### config.mk
export PLATFORM = sky130hd
export DESIGN_NAME = sm3_msg_expnd
export DESIGN_NICKNAME = d
export VERILOG_FILES = /design/src/rtl/sm3_msg_expnd.sv
export SDC_FILE = /design/constraint.sdc
export NUM_CORES = 1
export LEC_CHECK = 0
export ABC_AREA = 1
export BUFFER_PORTS_ARGS = -buffer_cell sky130_fd_sc_hd__buf_4
export CORE_ASPECT_RATIO = 0.75
export CORE_MARGIN = 3
export CORE_UTILIZATION = 50
export DETAILED_ROUTE_END_ITERATION = 16
export MAX_ROUTING_LAYER = met4
export PLACE_DENSITY = 0.67
export SLEW_MARGIN = 40
export SYNTH_ARGS = -nofsm -noshare
export SYNTH_HDL_FRONTEND = slang
export SYNTH_SLANG_ARGS = --single-unit
### constraint.sdc
create_clock -name clk -period 2.1 [get_ports clk]
set_input_delay 0.105 -clock clk [delete_from_list [all_inputs] [get_ports clk]]
set_output_delay 0.105 -clock clk [all_outputs]
set_load 0.1 [all_outputs]
### src/rtl/sm3_msg_expnd.sv
// rtl/sm3_msg_expnd.sv - SM3 message expansion: loads 16 words, emits (W_j, W'_j) per round
module sm3_msg_expnd #(
  parameter int ROUNDS = 64
) (
  input  logic        clk,
  input  logic        rst_n,
  input  logic        msg_vld,
  input  logic [31:0] msg_word,
  output logic        msg_rdy,
  output logic        out_vld,
  input  logic        out_rdy,
  output logic [31:0] out_w,
  output logic [31:0] out_wp,
  output logic [5:0]  out_idx,
  output logic        out_lst
);

  typedef enum logic {LOAD, EXPAND} state_t;

  state_t      state;
  logic [31:0] win [16];
  logic [5:0]  cnt;
  logic        rdy_q;
  logic        vld_q;
  logic        last;
  logic [31:0] p1_in;
  logic [31:0] p1_out;
  logic [31:0] nxt_w;

  assign last = (cnt == 6'(ROUNDS - 1));

  // W_{j+16} from the window holding W_j..W_{j+15}; fixed rotates are pure wiring
  always_comb begin
    p1_in  = win[0] ^ win[7] ^ {win[13][16:0], win[13][31:17]};
    p1_out = p1_in ^ {p1_in[16:0], p1_in[31:17]} ^ {p1_in[8:0], p1_in[31:9]};
    nxt_w  = p1_out ^ {win[3][24:0], win[3][31:25]} ^ win[10];
  end

  always_ff @(posedge clk or negedge rst_n) begin
    if (!rst_n) begin
      state <= LOAD;
      cnt   <= '0;
      rdy_q <= 1'b0;
      vld_q <= 1'b0;
      for (int i = 0; i < 16; i++) win[i] <= '0;
    end else begin
      case (state)
        LOAD: begin
          rdy_q <= 1'b1;
          if (msg_vld && rdy_q) begin
            for (int i = 0; i < 15; i++) win[i] <= win[i+1];
            win[15] <= msg_word;
            if (cnt == 6'd15) begin
              cnt   <= '0;
              state <= EXPAND;
              rdy_q <= 1'b0;
              vld_q <= 1'b1;
            end else begin
              cnt <= cnt + 6'd1;
            end
          end
        end
        EXPAND: begin
          if (out_rdy) begin
            for (int i = 0; i < 15; i++) win[i] <= win[i+1];
            win[15] <= nxt_w;
            if (last) begin
              cnt   <= '0;
              state <= LOAD;
              rdy_q <= 1'b1;
              vld_q <= 1'b0;
            end else begin
              cnt <= cnt + 6'd1;
            end
          end
        end
        default: state <= LOAD;
      endcase
    end
  end

  // Outputs are forced to zero outside EXPAND so stale window data never leaks
  assign msg_rdy = rdy_q;
  assign out_vld = vld_q;
  assign out_w   = vld_q ? win[0] : '0;
  assign out_wp  = vld_q ? (win[0] ^ win[4]) : '0;
  assign out_idx = vld_q ? cnt : '0;
  assign out_lst = vld_q & last;

endmodule

==> summary.txt, run 1 <==
Outcome
  • Outcome: finished, final reports clean

Logic synthesis
  • Distinct cell type count after synthesis: 20
  • Xor/xnor share of the synthesized area: 0.000750
  • Sequential fraction of the synthesis area: 0.558
  • Yosys reg bits: 521
  • Adder-Cell Fraction of Synth Area: 0.000536
  • Mux cell area share after synthesis: 0
  • Cell Area, Synth: 23300 um2
  • Simple-gate share of the synthesized area: 0.279
  • Net count after synthesis: 3056
  • Post-Synthesis Cells: 3019
  • Compound-Gate Fraction of Synth Area: 0.0877
  • Largest family of logic cells by synthesized area: simple AND/OR/NAND/NOR gates
  • Synth warnings: 0
  • Avg Cell Area, Syn: 7.73 um2

Cells and area
  • Area delta synth->final: 20.3%
  • Number of diodes: 0
  • NumNets Final: 3210
  • Filler instances: 3980
  • Fin area: 28100 um2
  • Share of cells above drive strength 1: 0.101
  • Finished Layout Cells: 3834

Detailed routing
  • DRT iter0 DRCs: 2269
  • DR vias/cell: 5.36
  • Post-DRT Antenna Nets: 0
  • DR WL/cell: 19.1 um
  • Detailed-route DRC error count: 0
  • Vias: 20600
  • Detailed Route WL: 73.2 mm
  • Router iterations before antenna repair: 6

GRT
  • Gr usage total: 0.309
  • Largest net degree at the start of global routing: 85
  • Initial antenna violation count: 1
  • Vias in the first global route: 19700
  • Remaining global-route overflow: 0
  • First-pass GRT wire length: 114 mm

Clocking
  • # clock sinks: 521
  • Clk slew on worst S/H paths: 0.06 ns
  • CTS tree: built
  • Root buffer cell: clkbuf_16
  • Longest Clk Path Bufs: 3
  • CTS buffer count: 52
  • H-Tree Depth: 2
  • Clk_lat worst skew: 0.60 ns

STA
  • Setup ws final: 0.0609 ns
  • Clk_skew: 0.0185 ns
  • Max transition margin: 0.657
  • Fin. Hold Viols: 0
  • Highest clock rate: 0.490 GHz
  • WHS: 0.0443 ns
  • Crit path time final: 2.04 ns
  • RSZ-0062 raised after global routing: no
  • Fin crit share: 0.971
  • Max-slew violations: 0
  • Final setup viols: 0
  • Worst-Margin Slew: 0.514 ns

Setup path
  • Worst EP arrival: 1.93 ns
  • Max stage delay cell, worst path: dfrtp_2
  • Data required, critical path: 2.00 ns
  • Worst path bufs/invs: 2
  • R2r worst-path depth: 12
  • Critical path depth: 4
  • CP Class: reg -> out
  • CP startpoint: out_vld
  • Critical Path Source Type: flip-flop
  • Reg-to-reg endpoint: win[28]
  • Worst setup EP type: output pin
  • R2R Setup Slk: 0.15 ns
  • Reg-to-Reg Start: win[493]
  • Crit path capture: out_wp[22]
  • CP delay by family, top: buffers and inverters
  • Cells along the critical path: buf_12 > o21ai_0 > a21oi_4 > buf_6
  • Largest stage delay, worst path: 0.42 ns
  • Critical Path Fanout Max: 27

Floorplanning
  • Die area: 49300 um2
  • # rows: 67
  • Core area: 45400 um2
  • Initial core utilization: 0.515
  • Die H: 193 um
  • Die width: 256 um
  • IO Pins: 109

Placed design
  • Placement Cell Area: 25700 um2
  • Post-DP HPWL: 52.2 mm
  • Pre-CTS WS: 0.199 ns
  • Inst Count DP: 3707
  • GPL Wtd Cong: 0.931
  • Port buffer count: 108

Power
  • Lkg Pwr: 14.5 nW
  • Maximum vdd drop: 0.957 mV
  • Pwr dens: 1910 nW/um2
  • Overall power: 53.5 mW

Job
  • MaxCap Viol Count: 0

Worst hold path
  • Hold crit path type: in -> reg
routing by layer:
| layer | routed length [um] | vias to the layer above | share of wire | GRT usage |
|---|---|---|---|---|
| met2 | 31900 | 730 | 0.44 | 0.449 |
| met4 | 1330 | 0 | 0.018 | 0.0679 |
| met3 | 5100 | 93 | 0.070 | 0.0410 |
| li1 | - | 9727 | - | - |
| met5 | 0 | - | 0 | - |
| met1 | 34900 | 10000 | 0.48 | 0.466 |
area by class of cell:
cell class | instances | area, um2 | area share
clock buffer | 76 | 1550 | 0.0553
clock inverter | 18 | 285 | 0.0102
inverter | 300 | 1130 | 0.0404
multi-input combinational | 2070 | 8980 | 0.320
sequential | 521 | 13000 | 0.464
tap | 621 | 777 | 0.0277
timing repair buffer | 228 | 2320 | 0.0826
worst min-delay path, stage by stage:
cell	delay, ns
buf_4	0.08
nor2_1	0.03
nor2_1	0.12
buf_4	0.16
nand2_1	0.06
nand2_1	0.05
cell usage in the layout (no fill, tap or decap):
cell type / n
nand4_1: 1
nor2_4: 1
bufinv_16: 7
clkbuf_1: 9
o22ai_1: 1
dlygate4sd3_1: 30
o21ai_4: 1
a31oi_1: 1
a21oi_4: 32
nor2_2: 1
buf_12: 37
nand3_2: 1
clkinvlp_4: 2
inv_2: 3
inv_1: 296
clkinv_8: 1
ha_1: 1
dfrtp_1: 519
buf_8: 3
nor2_1: 70
xor2_1: 1
or2_2: 1
xnor2_1: 1
nor3b_1: 2
buf_4: 149
o21ai_1: 133
clkinv_2: 7
clkbuf_16: 54
dfrtp_2: 2
o21ai_0: 240
nand2_1: 1362
nand3_1: 220
clkbuf_8: 14
clkinv_4: 1
inv_8: 1
buf_6: 8
sequential cells by signal, summed over array words and instances, names as in the netlist:
signal,flops
cnt,6
msg_rdy,1
out_vld,1
state,1
win,512
per-stage QoR:
stage	setup TNS (ns)	utilization
final	0	0.619
after global routing	0	0.619
after CTS	-0.0261	0.618
after detailed placement	0	0.568
after global placement	0	0.568
after floorplan	0	-
synth_stat cells:
cell | instances | area share
nand2_1 | 1362 | 0.22
dfrtp_1 | 521 | 0.56
inv_1 | 298 | 0.048
o21ai_0 | 244 | 0.052
nand3_1 | 221 | 0.047
o21ai_1 | 129 | 0.028
buf_2 | 85 | 0.018
nor2_1 | 72 | 0.012
clkbuf_1 | 43 | 0.0069
a21oi_1 | 32 | 0.0069
inv_2 | 2 | 0.00032
nor3b_1 | 2 | 0.00064
a31oi_1 | 1 | 0.00027
ha_1 | 1 | 0.00054
nand4_1 | 1 | 0.00027
o21ai_2 | 1 | 0.00038
o22ai_1 | 1 | 0.00027
or2_2 | 1 | 0.00027
xnor2_1 | 1 | 0.00038
xor2_1 | 1 | 0.00038
what timing repair did:
action | CTS | global route
resized for setup | 29 | 13
buffers inserted | 0 | 1
endpoints found under the hold margin | 550 | 0
cloned | 0 | 1
endpoints found under the setup margin | 21 | 24
hold buffers | 31 | 0
where the power goes:
part	internal, mW	switching (mW)
Clock	5.98	4.09
Combinational	7.76	19.2
Sequential	13.9	2.62
Total	27.6	25.9
cells by family after synthesis:
group,Yosys count
XOR/XNOR,2
AO/OA/AOI/OAI,408
AND/OR/NAND/NOR,1659
buffers and inverters,428
adder cells (fa/ha/maj),1
flip-flops,521
worst min-delay path by stage:
stage	depth (start not counted)	to	slack [ns]	from
global placement	1	cnt[3]	0.02	rst_n
CTS	6	win[27]	0.02	msg_word[27]
floorplan	0	cnt[0]	-0.19	rst_n
detailed placement	1	cnt[3]	0.02	rst_n
finish	6	win[17]	0.04	msg_word[17]
global route	6	win[10]	0.05	msg_word[10]
(Power assumes the default switching activity.)
==> run 2, diff against run 1 <==
--- a/config.mk
+++ b/config.mk
@@ -13,7 +13,8 @@
 export DETAILED_ROUTE_END_ITERATION = 16
 export MAX_ROUTING_LAYER = met4
 export PLACE_DENSITY = 0.67
-export SLEW_MARGIN = 40
+export REMOVE_ABC_BUFFERS = 1
+export SLEW_MARGIN = 10
 export SYNTH_ARGS = -nofsm -noshare
 export SYNTH_HDL_FRONTEND = slang
 export SYNTH_SLANG_ARGS = --single-unit
==> constraint.sdc (replaced) <==
create_clock -name clk -period 2.1 [get_ports clk]
set_input_delay 0.21 -clock clk [delete_from_list [all_inputs] [get_ports clk]]
set_output_delay 0.21 -clock clk [all_outputs]
set_load 0.1 [all_outputs]
==> run 2 against run 1 <==
Effect of this change:
- core utilization down 0.60 points
- non-clock buffer count down 23
- via count down 4.9%
- global-route usage down 6.3 points
- combinational power down 7%
- sequential power about the same
- critical path type unchanged
==> summary.txt, run 2 (synthesis gave the netlist of run 1 again) <==
Floorplanning
  • IO Pins: 109 (unchanged)
  • Core area: 45400 um2 (unchanged)
  • Initial core utilization: 0.515 (unchanged)
  • Die H: 193 um (unchanged)
  • # rows: 67 (unchanged)
  • Die width: 256 um (unchanged)
  • Die area: 49300 um2 (unchanged)

Outcome
  • Outcome: finished, final reports clean

STA
  • Setup TNS: 0 ns (unchanged)
  • Max-slew violations: 0 (unchanged)
  • WHS: 0.0186 ns (-0.0257 ns)
  • Worst-Margin Slew: 0.531 ns (+0.0170 ns)
  • Clk_skew: 0.0285 ns (+0.0100 ns)
  • Fin crit share: 0.994 (+0.0230)
  • RSZ-0062 raised after global routing: yes
  • Final setup viols: 0 (unchanged)
  • Setup ws final: 0.0126 ns (-0.0483 ns)
  • Crit path time final: 2.09 ns (+0.0483 ns)
  • Highest clock rate: 0.479 GHz (-2.3%)
  • Max transition margin: 0.646 (-0.0113)
  • Fin. Hold Viols: 0 (unchanged)

Detailed routing
  • Detailed Route WL: 57.9 mm (-21%)
  • Vias: 19500 (-4.9%)
  • DR WL/cell: 15.2 um (-20%)
  • Router iterations before antenna repair: 7 (+1)
  • Detailed-route DRC error count: 0 (unchanged)
  • Post-DRT Antenna Nets: 0 (unchanged)
  • DRT iter0 DRCs: 1774 (-22%)
  • DR vias/cell: 5.13 (-4.3%)

Power
  • Maximum vdd drop: 1.25 mV (+31%)
  • Overall power: 51.1 mW (-4.4%)
  • Lkg Pwr: 14.4 nW (-0.64%)
  • Pwr dens: 1840 nW/um2 (-3.5%)

Placed design
  • Inst Count DP: 3677 (-0.81%)
  • Post-DP HPWL: 38.7 mm (-26%)
  • GPL Wtd Cong: 0.849 (-8.8%)
  • Port buffer count: 108 (unchanged)
  • Pre-CTS WS: 0.206 ns (+0.00759 ns)
  • Placement Cell Area: 25100 um2 (-2.4%)

Cells and area
  • Finished Layout Cells: 3812 (-0.57%)
  • Largest register FFs: 512 (unchanged)
  • Largest registers: win: 512 flops, cnt: 6 flops
  • Share of cells above drive strength 1: 0.0924 (-0.00902)
  • Top reg by flops: win
  • Fin area: 27800 um2 (-0.98%)
  • Commonest non-fill, non-tap cells in the layout: nand2_1 (1362), dfrtp_1 (519), inv_1 (298)
  • Filler instances: 3923 (-1.4%)
  • Area delta synth->final: 19.1%
  • NumNets Final: 3186 (-0.75%)
  • Final Util: 0.613 (-0.00604)
  • Number of diodes: 0 (unchanged)
  • Most common cell after layout, fill and taps aside: nand2_1

Setup path
  • Data required, critical path: 1.89 ns (-0.11 ns)
  • R2R Setup Slk: 0.20 ns (+0.05 ns)
  • Reg-to-Reg Start: state
  • Worst EP arrival: 1.88 ns (-0.05 ns)
  • Worst setup EP type: output pin
  • Critical Path Fanout Max: 7 (-74%)
  • CP startpoint: out_vld
  • R2r worst-path depth: 7 (-5)
  • Reg-to-reg endpoint: win[373]
  • Critical Path Source Type: flip-flop
  • CP Class: reg -> out
  • Crit path capture: out_wp[16]

Clocking
  • Root buffer cell: clkbuf_16
  • # clock sinks: 521 (unchanged)
  • Clk slew on worst S/H paths: 0.06 ns (about the same)
  • CTS tree: built
  • Clk_lat worst skew: 0.60 ns (about the same)
  • Longest Clk Path Bufs: 3 (unchanged)
  • CTS buffer count: 51 (-1.9%)
  • H-Tree Depth: 2 (unchanged)

GRT
  • Remaining global-route overflow: 0 (unchanged)
  • Initial antenna violation count: 0 (-1)
  • Vias in the first global route: 19000 (-3.6%)
  • Largest net degree at the start of global routing: 86 (+1.2%)
  • First-pass GRT wire length: 96.5 mm (-16%)
  • Gr usage total: 0.246 (-0.0632)

Worst hold path
  • Hold crit path type: in -> reg
  • Hold Path Stages: 5 (-1)

Job
  • MaxCap Viol Count: 0 (unchanged)
[run 2: changes by cell type in the layout (fill, tap and decap cells not counted), moves of 4 or more]
| cell | delta |
|---|---|
| buf_12 | +4 |
| a21oi_1 | +12 |
| a21oi_4 | -32 |
| o21ai_1 | +9 |
| buf_6 | +15 |
| clkinv_2 | +5 |
| o21ai_2 | +7 |
| buf_4 | -47 |
| clkbuf_8 | -5 |
| a21oi_2 | +20 |
| o21ai_0 | -16 |
[run 2: routing by layer]
metal | share of wire | GRT usage | vias to the layer above
met3 | 0.049 | 0.0321 | 87
met5 | 0 | - | -
met4 | 0.023 | 0.0716 | 0
met2 | 0.44 | 0.369 | 392
met1 | 0.49 | 0.354 | 9402
li1 | - | - | 9665
[run 2: area by class of cell]
class                      count  area [um2]  share of cell area
clock buffer                  72        1490              0.0535
clock inverter                23         324              0.0117
inverter                     300        1130              0.0408
multi-input combinational   2070        8730               0.314
sequential                   521       13000               0.469
tap                          621         777              0.0279
timing repair buffer         205        2320              0.0833
[run 2: worst min path at each step]
stage	start	end	slack, ns
floorplan	rst_n	cnt[0]	-0.09
global route	msg_word[11]	win[11]	0.04
CTS	msg_word[11]	win[11]	0.0004
global placement	rst_n	win[468]	0.19
detailed placement	rst_n	win[372]	0.19
finish	msg_word[11]	win[11]	0.02
[run 2: repair_timing]
item / CTS / global route
gates resized for setup: 52 / 66
endpoints found under the setup margin: 53 / 33
setup buffers: 6 / 1
hold buffers: 31 / 0
pin swaps: 0 / 1
hold endpoints to repair: 172 / 0
cloned: 1 / 1
[run 2: worst max-delay path, cell delays in order, from the launching register on]
cell and delay, ns:
dfrtp_2 0.37, buf_12 0.15, bufbuf_16 0.28, o21ai_1 0.07, a21oi_2 0.21, buf_12 0.21
[run 2: power by group]
group	switching [mW]	internal, mW
clock network	3.97	5.92
registers	2.36	13.9
logic	17.5	7.51
==> run 3, diff against run 2 <==
--- a/config.mk
+++ b/config.mk
@@ -5,7 +5,7 @@
 export SDC_FILE = /design/constraint.sdc
 export NUM_CORES = 1
 export LEC_CHECK = 0
-export ABC_AREA = 1
+export ABC_AREA = 0
 export BUFFER_PORTS_ARGS = -buffer_cell sky130_fd_sc_hd__buf_4
 export CORE_ASPECT_RATIO = 0.75
 export CORE_MARGIN = 3
==> run 3 against run 2 <==
Effect of this change:
- non-clock buffer count decreased by 27
- register-to-register slack improved by 0.06 ns
- synthesized cell count down 17%
- critical path depth shrank 2
- clock skew down 0.014 ns
- total power down 8.9%
- fmax rose by 2.3%
- first-iteration DRC count decreased by 26%
- largest cell class unchanged
- highest routed layer unchanged
==> summary.txt, run 3 <==
Setup path
  • Critical path depth: 3 (-2)
  • Worst setup EP type: output pin
  • R2r worst-path depth: 6 (-1)
  • CP Class: reg -> out
  • Worst path bufs/invs: 2 (-1)
  • Worst EP arrival: 1.83 ns (-0.05 ns)
  • Data required, critical path: 1.89 ns (about the same)
  • Max stage delay cell, worst path: dfrtp_4
  • CP delay by family, top: flip-flops
  • Cells along the critical path: buf_4 > and2_1 > buf_4
  • Most used cell along the critical path: buf_4
  • Critical Path Source Type: flip-flop
  • Critical Path Fanout Max: 18 (+11)
  • Largest stage delay, worst path: 0.56 ns (+0.19 ns)

Placed design
  • Inst Count DP: 3097 (-16%)
  • Post-DP HPWL: 33.3 mm (-14%)
  • Port buffer count: 108 (unchanged)
  • Pre-CTS WS: 0.279 ns (+0.0722 ns)
  • GPL Wtd Cong: 0.802 (-5.6%)

Logic synthesis
  • Mux cell area share after synthesis: 0.0112 (+0.0112)
  • Avg Cell Area, Syn: 9.06 um2 (+17%)
  • Synth warnings: 0 (unchanged)
  • Simple-gate share of the synthesized area: 0.271 (-0.00841)
  • Ys async rst share: 1.00 (unchanged)
  • Adder-Cell Fraction of Synth Area: 0.000554 (+0.0000181)
  • Synth area leaders: dfrtp_1 (58%), nand2_1 (24%), xnor2_1 (5.0%), buf_2 (2.4%), and2_1 (1.9%)
  • Largest family of logic cells by synthesized area: simple AND/OR/NAND/NOR gates
  • Sequential fraction of the synthesis area: 0.577 (+0.0189)
  • Synth top cells by count: nand2_1 (1472), dfrtp_1 (521), xnor2_1 (129)
  • Distinct cell type count after synthesis: 37 (+85%)
  • Compound-Gate Fraction of Synth Area: 0.0167 (-0.0711)
  • Cell Area, Synth: 22600 um2 (-3.3%)
  • Post-Synthesis Cells: 2493 (-17%)
  • Most used DFF post-synth: dfrtp_1
  • Xor/xnor share of the synthesized area: 0.0953 (+0.0946)
  • Yosys reg bits: 521 (unchanged)
  • Post-synth top area share: 0.577 (+0.0189)
  • Most common cell in the netlist: nand2_1
  • Number of synthesized flops with an enable pin: 0 (unchanged)
  • Area leader, netlist: dfrtp_1

Cells and area
  • Final Util: 0.593 (-0.0206)
  • NumNets Final: 2629 (-17%)
  • Filler instances: 3775 (-3.8%)
  • Share of cells above drive strength 1: 0.0980 (+0.00558)
  • Most common cell after layout, fill and taps aside: nand2_1
  • Largest register FFs: 512 (unchanged)
  • Finished Layout Cells: 3210 (-16%)
  • Top reg by flops: win
  • Largest registers: win: 512 flops, cnt: 6 flops
  • Number of diodes: 0 (unchanged)
  • Area delta synth->final: 15.3%
  • Commonest non-fill, non-tap cells in the layout: nand2_1 (1472), dfrtp_1 (519), buf_4 (132)

Floorplanning
  • IO Pins: 109 (unchanged)
  • Core area: 43900 um2 (-3.1%)
  • Die width: 251 um (-1.6%)
  • # rows: 66 (-1.5%)
  • Die area: 47800 um2 (-3.2%)
  • Initial core utilization: 0.514 (-0.000734)
  • Die H: 190 um (-1.6%)

GRT
  • Largest net degree at the start of global routing: 128 (+49%)
  • Grt met2 use: 0.326 (-0.0424)
  • First-pass GRT wire length: 83.6 mm (-13%)
  • Gr usage total: 0.223 (-0.0229)
  • Most Crowded Layer GR: met1
  • M1 GR Usage: 0.329 (-0.0259)
  • Initial antenna violation count: 0 (unchanged)
  • Grt met3 use: 0.0399 (+0.00779)
  • Remaining global-route overflow: 0 (unchanged)
  • Vias in the first global route: 15800 (-17%)

Job
  • MaxCap Viol Count: 0 (unchanged)

Detailed routing
  • Post-DRT Antenna Nets: 0 (unchanged)
  • DR WL/cell: 15.8 um (+3.6%)
  • Detailed-route DRC error count: 0 (unchanged)
  • Router iterations before antenna repair: 7 (unchanged)
  • Vias: 16200 (-17%)
  • DR vias/cell: 5.03 (-1.8%)
  • DRT iter0 DRCs: 1315 (-26%)
  • Detailed Route WL: 50.6 mm (-13%)

Clocking
  • # clock sinks: 521 (unchanged)
  • Root buffer cell: clkbuf_16
  • Longest Clk Path Bufs: 3 (unchanged)
  • Clk slew on worst S/H paths: 0.06 ns (about the same)
  • H-Tree Depth: 2 (unchanged)
  • Clk_lat worst skew: 0.57 ns (-0.03 ns)
  • CTS tree: built
  • CTS buffer count: 50 (-2.0%)

STA
  • Clk_skew: 0.0146 ns (-0.0140 ns)
  • Max transition margin: 0.545 (-0.100)
  • Worst-Margin Slew: 0.679 ns (+0.147 ns)
  • Final setup viols: 0 (unchanged)
  • Crit path time final: 2.04 ns (-0.0467 ns)
  • Highest clock rate: 0.490 GHz (+2.3%)
  • Setup ws final: 0.0592 ns (+0.0467 ns)
  • Max-slew violations: 0 (unchanged)
  • Fin. Hold Viols: 0 (unchanged)
  • RSZ-0062 raised after global routing: no
  • Fin crit share: 0.972 (-0.0222)

Power
  • Lkg Pwr: 14.1 nW (-2.5%)
  • Pwr dens: 1790 nW/um2 (-2.7%)
  • Overall power: 46.6 mW (-8.9%)
  • Maximum vdd drop: 0.986 mV (-21%)

Worst hold path
  • Hold crit path type: in -> reg
  • Hold Path Stages: 3 (-2)

Outcome
  • Outcome: finished, final reports clean
run 3: cell types whose count changed in the layout (fill, tap and decap cells not counted), sizes merged, moves of 70 or more:
cell,delta
nand2,+111
inv,-299
o21ai,-359
nor2,-70
xnor2,+128
nand3,-216
and2,+70
run 3: timing repair:
action	CTS	global route
hold buffers	19	0
pin swaps	0	0
setup buffers	2	0
resized for setup	4	7
setup endpoints to repair	59	5
hold endpoints to repair	423	0
run 3: final cells by class:
| class | count | area (um2) | share of cell area |
|---|---|---|---|
| flip-flops and latches | 521 | 13000 | 0.501 |
| multi-input cells | 1840 | 8950 | 0.344 |
| repair buffers | 178 | 1680 | 0.0644 |
| clock buffers | 86 | 1560 | 0.0599 |
| well taps | 578 | 723 | 0.0278 |
| clock inverters | 6 | 80.1 | 0.00308 |
| inverters | 1 | 3.75 | 0.000144 |
run 3: where the power goes:
group / total (mW) / switching (mW) / internal, mW
clock: 9.01 / 3.75 / 5.26
sequential: 17.8 / 3.47 / 14.3
combinational: 19.7 / 11.7 / 8.05
run 3: cell families (layout without fill, tap and decap cells):
| kind of cell | count (synthesis) | in the layout |
|---|---|---|
| fa+ha+maj | 1 | 1 |
| buf+inv | 132 | 271 |
| xor+xnor | 193 | 193 |
| flops | 521 | 521 |
| compound gates | 55 | 55 |
| mux | 25 | 25 |
| simple gates | 1566 | 1566 |
run 3: per-stage QoR:
step | instance area (um2) | hold slack [ns] | TNS (ns)
detailed placement | 24100 | 0.0857 | 0
CTS | 26000 | 0.00197 | 0
global placement | 24100 | 0.0935 | 0
floorplan | 21900 | -0.0856 | -7572.57
finish | 26000 | 0.0146 | 0
global route | 26000 | 0.0270 | 0
run 3: tightest hold or removal path: stages:
cell      delay (ns)
buf_4           0.09
mux2i_1         0.06
o221ai_1        0.19
run 3: worst paths after layout:
path,start,end,slack [ns]
worst max register to register,msg_rdy,win[44],0.26
max in group asynchronous,rst_n,win[384],1.13
min in group asynchronous,rst_n,win[269],0.10
worst max-delay path,out_vld,out_wp[28],0.06
worst min-delay path,msg_word[23],win[23],0.01
worst min register to register,win[450],win[450],0.46
run 3: per-layer routing:
layer | vias to the layer above | routed length [um]
met3 | 64 | 2730
met5 | - | 0
met1 | 7943 | 24500
met4 | 0 | 913
li1 | 7851 | -
met2 | 303 | 22400
